<file path="src/rtl/adrv9001_ssi_rx_deframer.sv">
// Purpose: CMOS SDR single-lane SSI receive deframer; aligns to the strobe lane and assembles parallel I/Q words.
// Latency: LSB on the rx_* pins at cycle n produces adc_valid at cycle n+2 (input register plus decision register).
// Backpressure: none; one I/Q pair every DATA_WIDTH cycles, and the ADC datapath must accept every adc_valid.
//
// Ports:
//   clk, rst                 SSI-domain clock, synchronous active-high reset
//   enable                   low forces SEARCH and clears framing state (error count kept)
//   mssi_sync                multi-chip sync level; its rising edge restarts framing and clears the error count
//   rx_strobe/idata/qdata    serial lanes, one bit per cycle, MSB first, strobe marks the MSB
//   adc_data_i/q, adc_valid  assembled word pair and its one-cycle qualifier
//   locked                   framing lock status
//   strobe_err_cnt           saturating count of framing violations seen while locked
module adrv9001_ssi_rx_deframer #(
    parameter int DATA_WIDTH    = 16,
    parameter int LOCK_COUNT    = 4,
    parameter int ERR_CNT_WIDTH = 8
) (
    input  logic                     clk,
    input  logic                     rst,
    input  logic                     enable,
    input  logic                     mssi_sync,
    input  logic                     rx_strobe,
    input  logic                     rx_idata,
    input  logic                     rx_qdata,
    output logic [DATA_WIDTH-1:0]    adc_data_i,
    output logic [DATA_WIDTH-1:0]    adc_data_q,
    output logic                     adc_valid,
    output logic                     locked,
    output logic [ERR_CNT_WIDTH-1:0] strobe_err_cnt
);

    localparam int               CNT_W    = $clog2(DATA_WIDTH);
    localparam logic [CNT_W-1:0] LAST_POS = CNT_W'(DATA_WIDTH - 1);
    localparam logic [3:0]       LOCK_TGT = 4'(LOCK_COUNT);

    typedef enum logic [1:0] {
        ST_SEARCH  = 2'd0,
        ST_LOCKING = 2'd1,
        ST_LOCKED  = 2'd2
    } state_t;

    // Input stage: every framing decision uses these registered bits.
    logic rx_strobe_q, rx_idata_q, rx_qdata_q;
    logic sync_q, sync_prev_q;

    state_t                   state_q, state_d;
    logic [CNT_W-1:0]         bit_cnt_q, bit_cnt_d;
    logic [3:0]               good_cnt_q, good_cnt_d;
    // Only the first DATA_WIDTH-1 bits need storing; the LSB joins them on the way to the output.
    logic [DATA_WIDTH-2:0]    sh_i_q, sh_i_d;
    logic [DATA_WIDTH-2:0]    sh_q_q, sh_q_d;
    logic [DATA_WIDTH-1:0]    data_i_q, data_i_d;
    logic [DATA_WIDTH-1:0]    data_q_q, data_q_d;
    logic                     valid_q, valid_d;
    logic                     locked_q, locked_d;
    logic [ERR_CNT_WIDTH-1:0] err_cnt_q, err_cnt_d;

    logic                     sync_edge;
    logic                     at_pos0;
    logic                     at_last;
    logic [CNT_W-1:0]         bit_cnt_nxt;
    logic [3:0]               good_cnt_inc;
    logic [ERR_CNT_WIDTH-1:0] err_cnt_inc;

    // The edge is taken on the registered sync so it lines up with the registered strobe:
    // a strobe sampled alongside the edge is swallowed by the restart.
    assign sync_edge    = sync_q & ~sync_prev_q;
    assign at_pos0      = (bit_cnt_q == '0);
    assign at_last      = (bit_cnt_q == LAST_POS);
    assign bit_cnt_nxt  = at_last ? '0 : bit_cnt_q + CNT_W'(1);
    assign good_cnt_inc = good_cnt_q + 4'd1;
    assign err_cnt_inc  = (&err_cnt_q) ? err_cnt_q : err_cnt_q + ERR_CNT_WIDTH'(1);

    always_comb begin
        state_d    = state_q;
        bit_cnt_d  = bit_cnt_q;
        good_cnt_d = good_cnt_q;
        sh_i_d     = {sh_i_q[DATA_WIDTH-3:0], rx_idata_q};
        sh_q_d     = {sh_q_q[DATA_WIDTH-3:0], rx_qdata_q};
        data_i_d   = data_i_q;
        data_q_d   = data_q_q;
        valid_d    = 1'b0;
        err_cnt_d  = err_cnt_q;

        if (sync_edge) begin
            state_d    = ST_SEARCH;
            bit_cnt_d  = '0;
            good_cnt_d = '0;
            err_cnt_d  = '0;
        end else if (!enable) begin
            state_d    = ST_SEARCH;
            bit_cnt_d  = '0;
            good_cnt_d = '0;
        end else begin
            case (state_q)
                ST_SEARCH: begin
                    if (rx_strobe_q) begin
                        state_d    = ST_LOCKING;
                        bit_cnt_d  = CNT_W'(1);
                        good_cnt_d = '0;
                    end
                end
                ST_LOCKING: begin
                    if (at_pos0) begin
                        if (rx_strobe_q) begin
                            bit_cnt_d  = CNT_W'(1);
                            good_cnt_d = good_cnt_inc;
                            if (good_cnt_inc == LOCK_TGT) begin
                                state_d = ST_LOCKED;
                            end
                        end else begin
                            state_d    = ST_SEARCH;
                            bit_cnt_d  = '0;
                            good_cnt_d = '0;
                        end
                    end else if (rx_strobe_q) begin
                        // Misplaced strobe while acquiring: restart the count from it.
                        bit_cnt_d  = CNT_W'(1);
                        good_cnt_d = '0;
                    end else begin
                        bit_cnt_d = bit_cnt_nxt;
                    end
                end
                ST_LOCKED: begin
                    if (rx_strobe_q != at_pos0) begin
                        // Violation: drop the partial word; the offending strobe is not reused.
                        state_d    = ST_SEARCH;
                        bit_cnt_d  = '0;
                        good_cnt_d = '0;
                        err_cnt_d  = err_cnt_inc;
                    end else begin
                        bit_cnt_d = bit_cnt_nxt;
                        if (at_last) begin
                            data_i_d = {sh_i_q, rx_idata_q};
                            data_q_d = {sh_q_q, rx_qdata_q};
                            valid_d  = 1'b1;
                        end
                    end
                end
                default: begin
                    state_d    = ST_SEARCH;
                    bit_cnt_d  = '0;
                    good_cnt_d = '0;
                end
            endcase
        end

        locked_d = (state_d == ST_LOCKED);
    end

    always_ff @(posedge clk) begin
        if (rst) begin
            rx_strobe_q <= 1'b0;
            rx_idata_q  <= 1'b0;
            rx_qdata_q  <= 1'b0;
            sync_q      <= 1'b0;
            sync_prev_q <= 1'b0;
            state_q     <= ST_SEARCH;
            bit_cnt_q   <= '0;
            good_cnt_q  <= '0;
            sh_i_q      <= '0;
            sh_q_q      <= '0;
            data_i_q    <= '0;
            data_q_q    <= '0;
            valid_q     <= 1'b0;
            locked_q    <= 1'b0;
            err_cnt_q   <= '0;
        end else begin
            rx_strobe_q <= rx_strobe;
            rx_idata_q  <= rx_idata;
            rx_qdata_q  <= rx_qdata;
            sync_q      <= mssi_sync;
            sync_prev_q <= sync_q;
            state_q     <= state_d;
            bit_cnt_q   <= bit_cnt_d;
            good_cnt_q  <= good_cnt_d;
            sh_i_q      <= sh_i_d;
            sh_q_q      <= sh_q_d;
            data_i_q    <= data_i_d;
            data_q_q    <= data_q_d;
            valid_q     <= valid_d;
            locked_q    <= locked_d;
            err_cnt_q   <= err_cnt_d;
        end
    end

    assign adc_data_i     = data_i_q;
    assign adc_data_q     = data_q_q;
    assign adc_valid      = valid_q;
    assign locked         = locked_q;
    assign strobe_err_cnt = err_cnt_q;

endmodule

</file>
<file path="config.mk">
export PLATFORM = sky130hd
export DESIGN_NAME = adrv9001_ssi_rx_deframer
export DESIGN_NICKNAME = d
export VERILOG_FILES = /design/src/rtl/adrv9001_ssi_rx_deframer.sv
export SDC_FILE = /design/constraint.sdc
export NUM_CORES = 1
export LEC_CHECK = 0
export BUFFER_PORTS_ARGS = -buffer_cell sky130_fd_sc_hd__buf_2
export CORE_ASPECT_RATIO = 0.7
export CORE_MARGIN = 5
export CORE_UTILIZATION = 60
export CTS_CLUSTER_SIZE = 8
export DETAILED_ROUTE_END_ITERATION = 16
export PLACE_DENSITY = 0.92
export SLEW_MARGIN = 20
export SYNTH_ARGS = -nofsm -noshare
export SYNTH_HDL_FRONTEND = slang
export SYNTH_SLANG_ARGS = --single-unit
</file>
<file path="constraint.sdc">
create_clock -name clk -period 3.75 [get_ports clk]
set_clock_uncertainty 0.1 [all_clocks]
set_input_delay 0.75 -clock clk [delete_from_list [all_inputs] [get_ports clk]]
set_output_delay 0.75 -clock clk [all_outputs]
set_load 0.01 [all_outputs]
</file>
==> results of run 1 <==
per-stage QoR:
step                      util [%]  cells  setup slack, ns  cell area, µm²
after floorplan                  -    367             1.77            3310
final                         71.0    481             1.33            3750
after global routing          71.0    481             1.25            3750
after global placement        67.2    466             1.32            3550
after detailed placement      67.2    466             1.24            3550
after CTS                     70.9    481             1.29            3750
critical path, cell delays in order, from the launching register on:
cell and delay [ns]:
dfxtp_1 0.66, nand2b_1 0.20, or4_2 1.04, nand2_1 0.19
a21oi_1 0.08
synthesized netlist by cell type (2+ instances only):
master | number | share of area [%]
a211oi_1 | 2 | 0.45
a21oi_1 | 47 | 7.1
a2bb2oi_1 | 2 | 0.53
a31oi_1 | 2 | 0.38
and4_1 | 2 | 0.53
and4bb_2 | 3 | 1.1
buf_6 | 2 | 0.68
clkbuf_1 | 20 | 2.3
dfxtp_1 | 87 | 53
ha_1 | 5 | 1.9
inv_1 | 5 | 0.57
mux2i_1 | 2 | 0.61
nand2_1 | 74 | 8.4
nand2b_1 | 4 | 0.76
nand3_1 | 8 | 1.2
nand3b_1 | 3 | 0.68
nand4_1 | 3 | 0.57
nor2_1 | 9 | 1.0
nor2b_1 | 39 | 7.4
nor3_1 | 3 | 0.45
nor3b_1 | 2 | 0.45
nor4_1 | 3 | 0.57
o21a_1 | 2 | 0.45
o21ai_0 | 6 | 0.91
o31ai_1 | 3 | 0.68
o41ai_1 | 4 | 1.1
or3_1 | 3 | 0.57
or4_1 | 3 | 0.68
xor2_1 | 2 | 0.53
cell type report:
| class | instances | area (µm²) |
|---|---|---|
| Timing Repair Buffer | 50 | 255 |
| Tap cell | 72 | 90.1 |
| Fill cell | 418 | 1540 |
| Clock inverter | 4 | 53.8 |
| Sequential cell | 87 | 1740 |
| Clock buffer | 11 | 141 |
| Inverter | 5 | 18.8 |
| Multi-Input combinational cell | 252 | 1450 |
sequential cells by signal (all words and copies together), names as in the netlist:
name / flops
rx_strobe_q: 1
rx_qdata_q: 1
strobe_err_cnt: 8
adc_valid: 1
rx_idata_q: 1
state_q: 2
sync_q: 1
sync_prev_q: 1
sh_q_q: 15
locked: 1
adc_data_q: 16
adc_data_i: 16
sh_i_q: 15
bit_cnt_q: 4
good_cnt_q: 4
power groups by stage:
stage / Combinational [mW] / Clock [mW] / Sequential [mW]
6_report: 0.0405 / 0.642 / 0.936
5_1_grt: 0.0453 / 0.695 / 0.938
4_1_cts: 0.0405 / 0.651 / 0.936
3_5_place_dp: 0.0403 / 0 / 0.958
3_3_place_gp: 0.0392 / 0 / 0.958
2_1_floorplan: 0.0338 / 0 / 0.954
how the worst max path moves through the flow:
stage	from	slack, ns	cells past startpoint	end
6_report	state_q[1]	1.33	4	adc_data_q[6]
5_1_grt	state_q[1]	1.25	4	adc_data_i[11]
4_1_cts	state_q[1]	1.29	4	adc_data_q[6]
3_5_place_dp	enable	1.24	5	adc_data_q[6]
3_3_place_gp	enable	1.32	5	adc_data_q[7]
2_1_floorplan	enable	1.77	5	strobe_err_cnt[5]
metal layers:
layer / track usage, % / vias to the layer above / share of wire, %
li1: - / 1338 / -
met1: 24.9 / 1277 / 44
met2: 32.9 / 90 / 48
met3: 5.00 / 20 / 5.7
met4: 8.33 / 0 / 2.4
met5: 0 / - / 0
cell families after synthesis:
family / share of synthesized area, %
flip-flops: 52.7
multiplexers: 0.946
XOR/XNOR: 0.530
AND/OR/NAND/NOR: 26.3
buffers and inverters: 3.75
adder cells (fa/ha/maj): 1.89
AO/OA/AOI/OAI: 14.0
==> results.toml, run 1 <==
[synthesis]
synth_area_um2 = 3310
synth-async-reset-ratio_pct = 0
syn_avg_cell_area_um2 = 9.01
syn-num-nets = 379
synth-edff-count = 0
synth-main-ff-cell = "dfxtp_1"
ys_types = 46
ys_warn_count = 0
ys_seq_elements = 87
syn_inst = 367
yosysSeqAreaShare_pct = 52.7

[worst_hold_path]
hp-class = "flip-flop to flip-flop"
hold_end = "adc_data_i[2]"
hold_start = "adc_data_i[2]"
min_delay_path_depth = 2

[worst_setup_path]
rr_worst_depth = 4
r2r-end = "adc_data_q[6]"
endpoint_kind = "flip-flop"
critPathKind = "flip-flop to flip-flop"
cp-start-kind = "flip-flop"
required_ns = 3.85
cp_max_fo = 32
reg2reg_slack_ns = 1.33
regToRegStartpoint = "state_q[1]"
crit_arrival_ns = 2.52

[global_route]
grt_pass1_wl_um = 11600
antenna_found_initial = 0
overflow = 0
track_usage_pct = 19.8
grt_pass1_vias = 2556
grt_max_degree = 70

[power_and_ir_drop]
powerDensity_nw_per_um2 = 432
clkPwrFrac_pct = 39.7
netSwitchingPower_uw = 352
power_mw = 1.62
ir_worst_vdd_mv = 0.315
p_leak_nw = 1.45
comb_power_share_pct = 2.5
intPower_mw = 1.27
share_seq_of_total_power_pct = 57.8
p_sw_share_pct = 21.7

[routing]
ant_nets = 0
dr.pass1.iters = 5
num_vias = 2725
routed_wl_um = 6750
viasPerCell = 5.67
wire_per_inst_um = 14.0
drt_iter0_markers = 257
post-route-drc-count = 0

[cts]
cts_setup_buffers = 0
insertion_delay_ns = 0.35
cts_tree = "yes"
root_buffer = "clkbuf_8"
h-tree-depth = 3
cts_resized = 0
cts.path.max_buffers = 2
cts_hold_buf = 0
clk_pin_slew_ns = 0.08
cts_sinks = 87
cts_buffers = 9

[timing]
fmax_mhz = 414
finalHoldViolCount = 0
slew_headroom_pct = 39.8
rsz0062_at_grt = "no"
finalSetupViolations = 0
timing.final.max_slew_violations = 0
worstMarginPinSlew_ns = 0.881
hold_slack_ns = 0.349
period_share_pct = 64.4
fin_crit_ns = 2.42
fin_tns_setup_ns = 0

[cells_and_area]
layout.nets = 417
antenna_cells = 0
mostFrequentLayoutCells = "87 x dfxtp_1, 74 x nand2_1, 48 x buf_2, 47 x a21oi_1, 39 x nor2b_1"
layout_commonest_cell = "dfxtp_1"
drive_above_1_share_pct = 18.3
synthToLayoutAreaGrowth_pct = 13.4

[placed_design]
place_congestion = 0.915
port_buffers = 48
hpwl_um = 4570

[floorplanning]
die_x_um = 98.7
initial_core_util_pct = 62.6
die_height_um = 72.1
num_rows = 22
core-area_um2 = 5290
die-area_um2 = 7120
io_pins = 49

[run_status]
status = "finished clean"

[job]
maxCapViolations = 0
No activity file was read; power rests on OpenSTA's default activity.
==> run 2, diff against run 1 <==
Settings changed: ABC_AREA set to 1, CORE_UTILIZATION 60 to 56, PLACE_DENSITY 0.92 to 0.87.
Clock period 3.75 ns to 2.3 ns, I/O delays scaled along.
==> run 2 against run 1 <==
Compared with the run above:
- flip-flop and latch count stayed put
- synthesized cell count is 36% higher
- sequential power is 62% higher
- via count is 8.3% higher
- total power is 65% higher
- clock-buffer cell count is 2 lower
- clock power is 68% higher
- first-iteration DRC count is 18% lower
- critical path depth is 3 higher
- maximum frequency is 25% higher
- core utilization is 6.2 points lower
==> results.toml, run 2 <==
[power_and_ir_drop]
power_mw = 2.67
ir_worst_vdd_mv = 0.456
p_leak_nw = 2.09
powerDensity_nw_per_um2 = 673

[timing]
finalSetupViolations = 0
finalHoldViolCount = 0
period_share_pct = 83.9
hold_slack_ns = 0.209
timing.final.max_slew_violations = 0
worst_slack_ns = 0.370
fin_tns_setup_ns = 0
worstMarginPinSlew_ns = 0.457
fin_crit_ns = 1.93
rsz0062_at_grt = "no"
fmax_mhz = 518
slew_headroom_pct = 69.5

[cells_and_area]
drive_above_1_share_pct = 13.0
layout_commonest_cell = "nand2_1"
synthToLayoutAreaGrowth_pct = 14.3
final_cells = 630
postLayoutCoreUtil_pct = 64.8
layout.nets = 559
mostFrequentLayoutCells = "128 x nand2_1, 114 x nor2_1, 91 x inv_1, 87 x dfxtp_1, 48 x buf_2"
antenna_cells = 0
final_area_um2 = 3970

[placed_design]
port_buffers = 48
place_congestion = 0.853
dp.cells = 614
pre_cts_slack_ns = 0.480
hpwl_um = 4690
placed_area_um2 = 3770

[synthesis]
synth-edff-count = 0
ys_seq_elements = 87
synth_commonest_cells = "128 x nand2_1, 114 x nor2_1, 91 x inv_1, 87 x dfxtp_1, 20 x a21oi_1"
ys_warn_count = 0
synth_area_leaders = "dfxtp_1 50%, nand2_1 14%, nor2_1 12%"
synth_top_area_share_pct = 50.1
synth-main-ff-cell = "dfxtp_1"
syn-num-nets = 511
ys_types = 23
yosysSeqAreaShare_pct = 50.1
synth_area_um2 = 3470
syn_avg_cell_area_um2 = 6.96
synth.largest_area_cell = "dfxtp_1"
synth.most_common_cell = "nand2_1"
synth-async-reset-ratio_pct = 0
syn_inst = 499

[cts]
root_buffer = "clkbuf_8"
cts_hold_buf = 0
cts_sinks = 87
cts_setup_buffers = 0
cts_tree = "yes"
cts_resized = 0
insertion_delay_ns = 0.36
cts_buffers = 9
h-tree-depth = 3
cts.path.max_buffers = 2
clk_pin_slew_ns = 0.09

[worst_setup_path]
required_ns = 2.48
max_stage_delay_ns = 0.42
crit_arrival_ns = 2.11
worstPathCellList = "ha_1 -> nand2_1 -> nor2_1 -> nand2_1 -> nand3_1 -> nand2_1 -> a21oi_1"
cpMostUsedCell = "nand2_1"
endpoint_kind = "flip-flop"
cp-start-kind = "flip-flop"
cp_max_fo = 8
critPathKind = "flip-flop to flip-flop"
slowest_stage = "dfxtp_1"

[routing]
viasPerCell = 4.68
wire_per_inst_um = 10.8
ant_nets = 0
num_vias = 2950
routed_wl_um = 6790
drt_iter0_markers = 211
dr.pass1.iters = 4
post-route-drc-count = 0

[global_route]
grt_max_degree = 66
track_usage_pct = 17.6
antenna_found_initial = 0
grt_pass1_vias = 2738
overflow = 0
grt_pass1_wl_um = 11300

[floorplanning]
initial_core_util_pct = 56.7
die-area_um2 = 7900
die_height_um = 75.9
die_x_um = 104
num_rows = 24
io_pins = 49
core-area_um2 = 6130

[job]
maxCapViolations = 0

[run_status]
status = "finished clean"

[worst_hold_path]
hp-class = "input pin to flip-flop"
[run 2: final cells by class]
cell class	count	area, µm²
fillers	557	2160
repair buffers	51	275
inverters	92	345
multi-input cells	306	1310
flip-flops and latches	87	1740
well taps	78	97.6
clock buffers	9	124
clock inverters	7	78.8
[run 2: power breakdown]
group / switching, mW / leakage (nW) / internal [mW] / total, mW
sequential: 0.00646 / 0.702 / 1.51 / 1.52
combinational: 0.0492 / 1.29 / 0.0166 / 0.0657
clock: 0.569 / 0.0982 / 0.515 / 1.08
[run 2: cell families (layout without fill, tap and decap cells)]
kind of cell,after synthesis,in the layout,synth area share (%)
simple gates,269,269,30.6
buf+inv,106,159,12.2
flops,87,87,50.1
compound gates,28,28,4.18
fa+ha+maj,5,5,1.80
xor+xnor,4,4,1.01
[run 2: worst paths after layout]
| check | slack [ns] | from | end | depth (start not counted) |
|---|---|---|---|---|
| worst max-delay path | 0.37 | strobe_err_cnt[0] | strobe_err_cnt[3] | 7 |
| worst min-delay path | 0.21 | rx_qdata | rx_qdata_q | 3 |
| worst max register to register | 0.37 | strobe_err_cnt[0] | strobe_err_cnt[3] | 7 |
| worst min register to register | 0.32 | sh_i_q[2] | sh_i_q[3] | 2 |
[run 2: worst max-delay path, delay by kind of cell, from the launching register on]
family | cells | cell delay [ns]
AND/OR/NAND/NOR | 5 | 0.89
adder cells (fa/ha/maj) | 1 | 0.23
AO/OA/AOI/OAI | 1 | 0.19
flip-flops | 1 | 0.42
[run 2: metal layers]
metal	part of all wire, %	GRT usage (%)	vias to the layer above
li1	-	-	1560
met5	0	0	-
met1	47	20.6	1310
met2	46	29.8	70
met3	5.7	6.18	10
met4	1.2	8.19	0
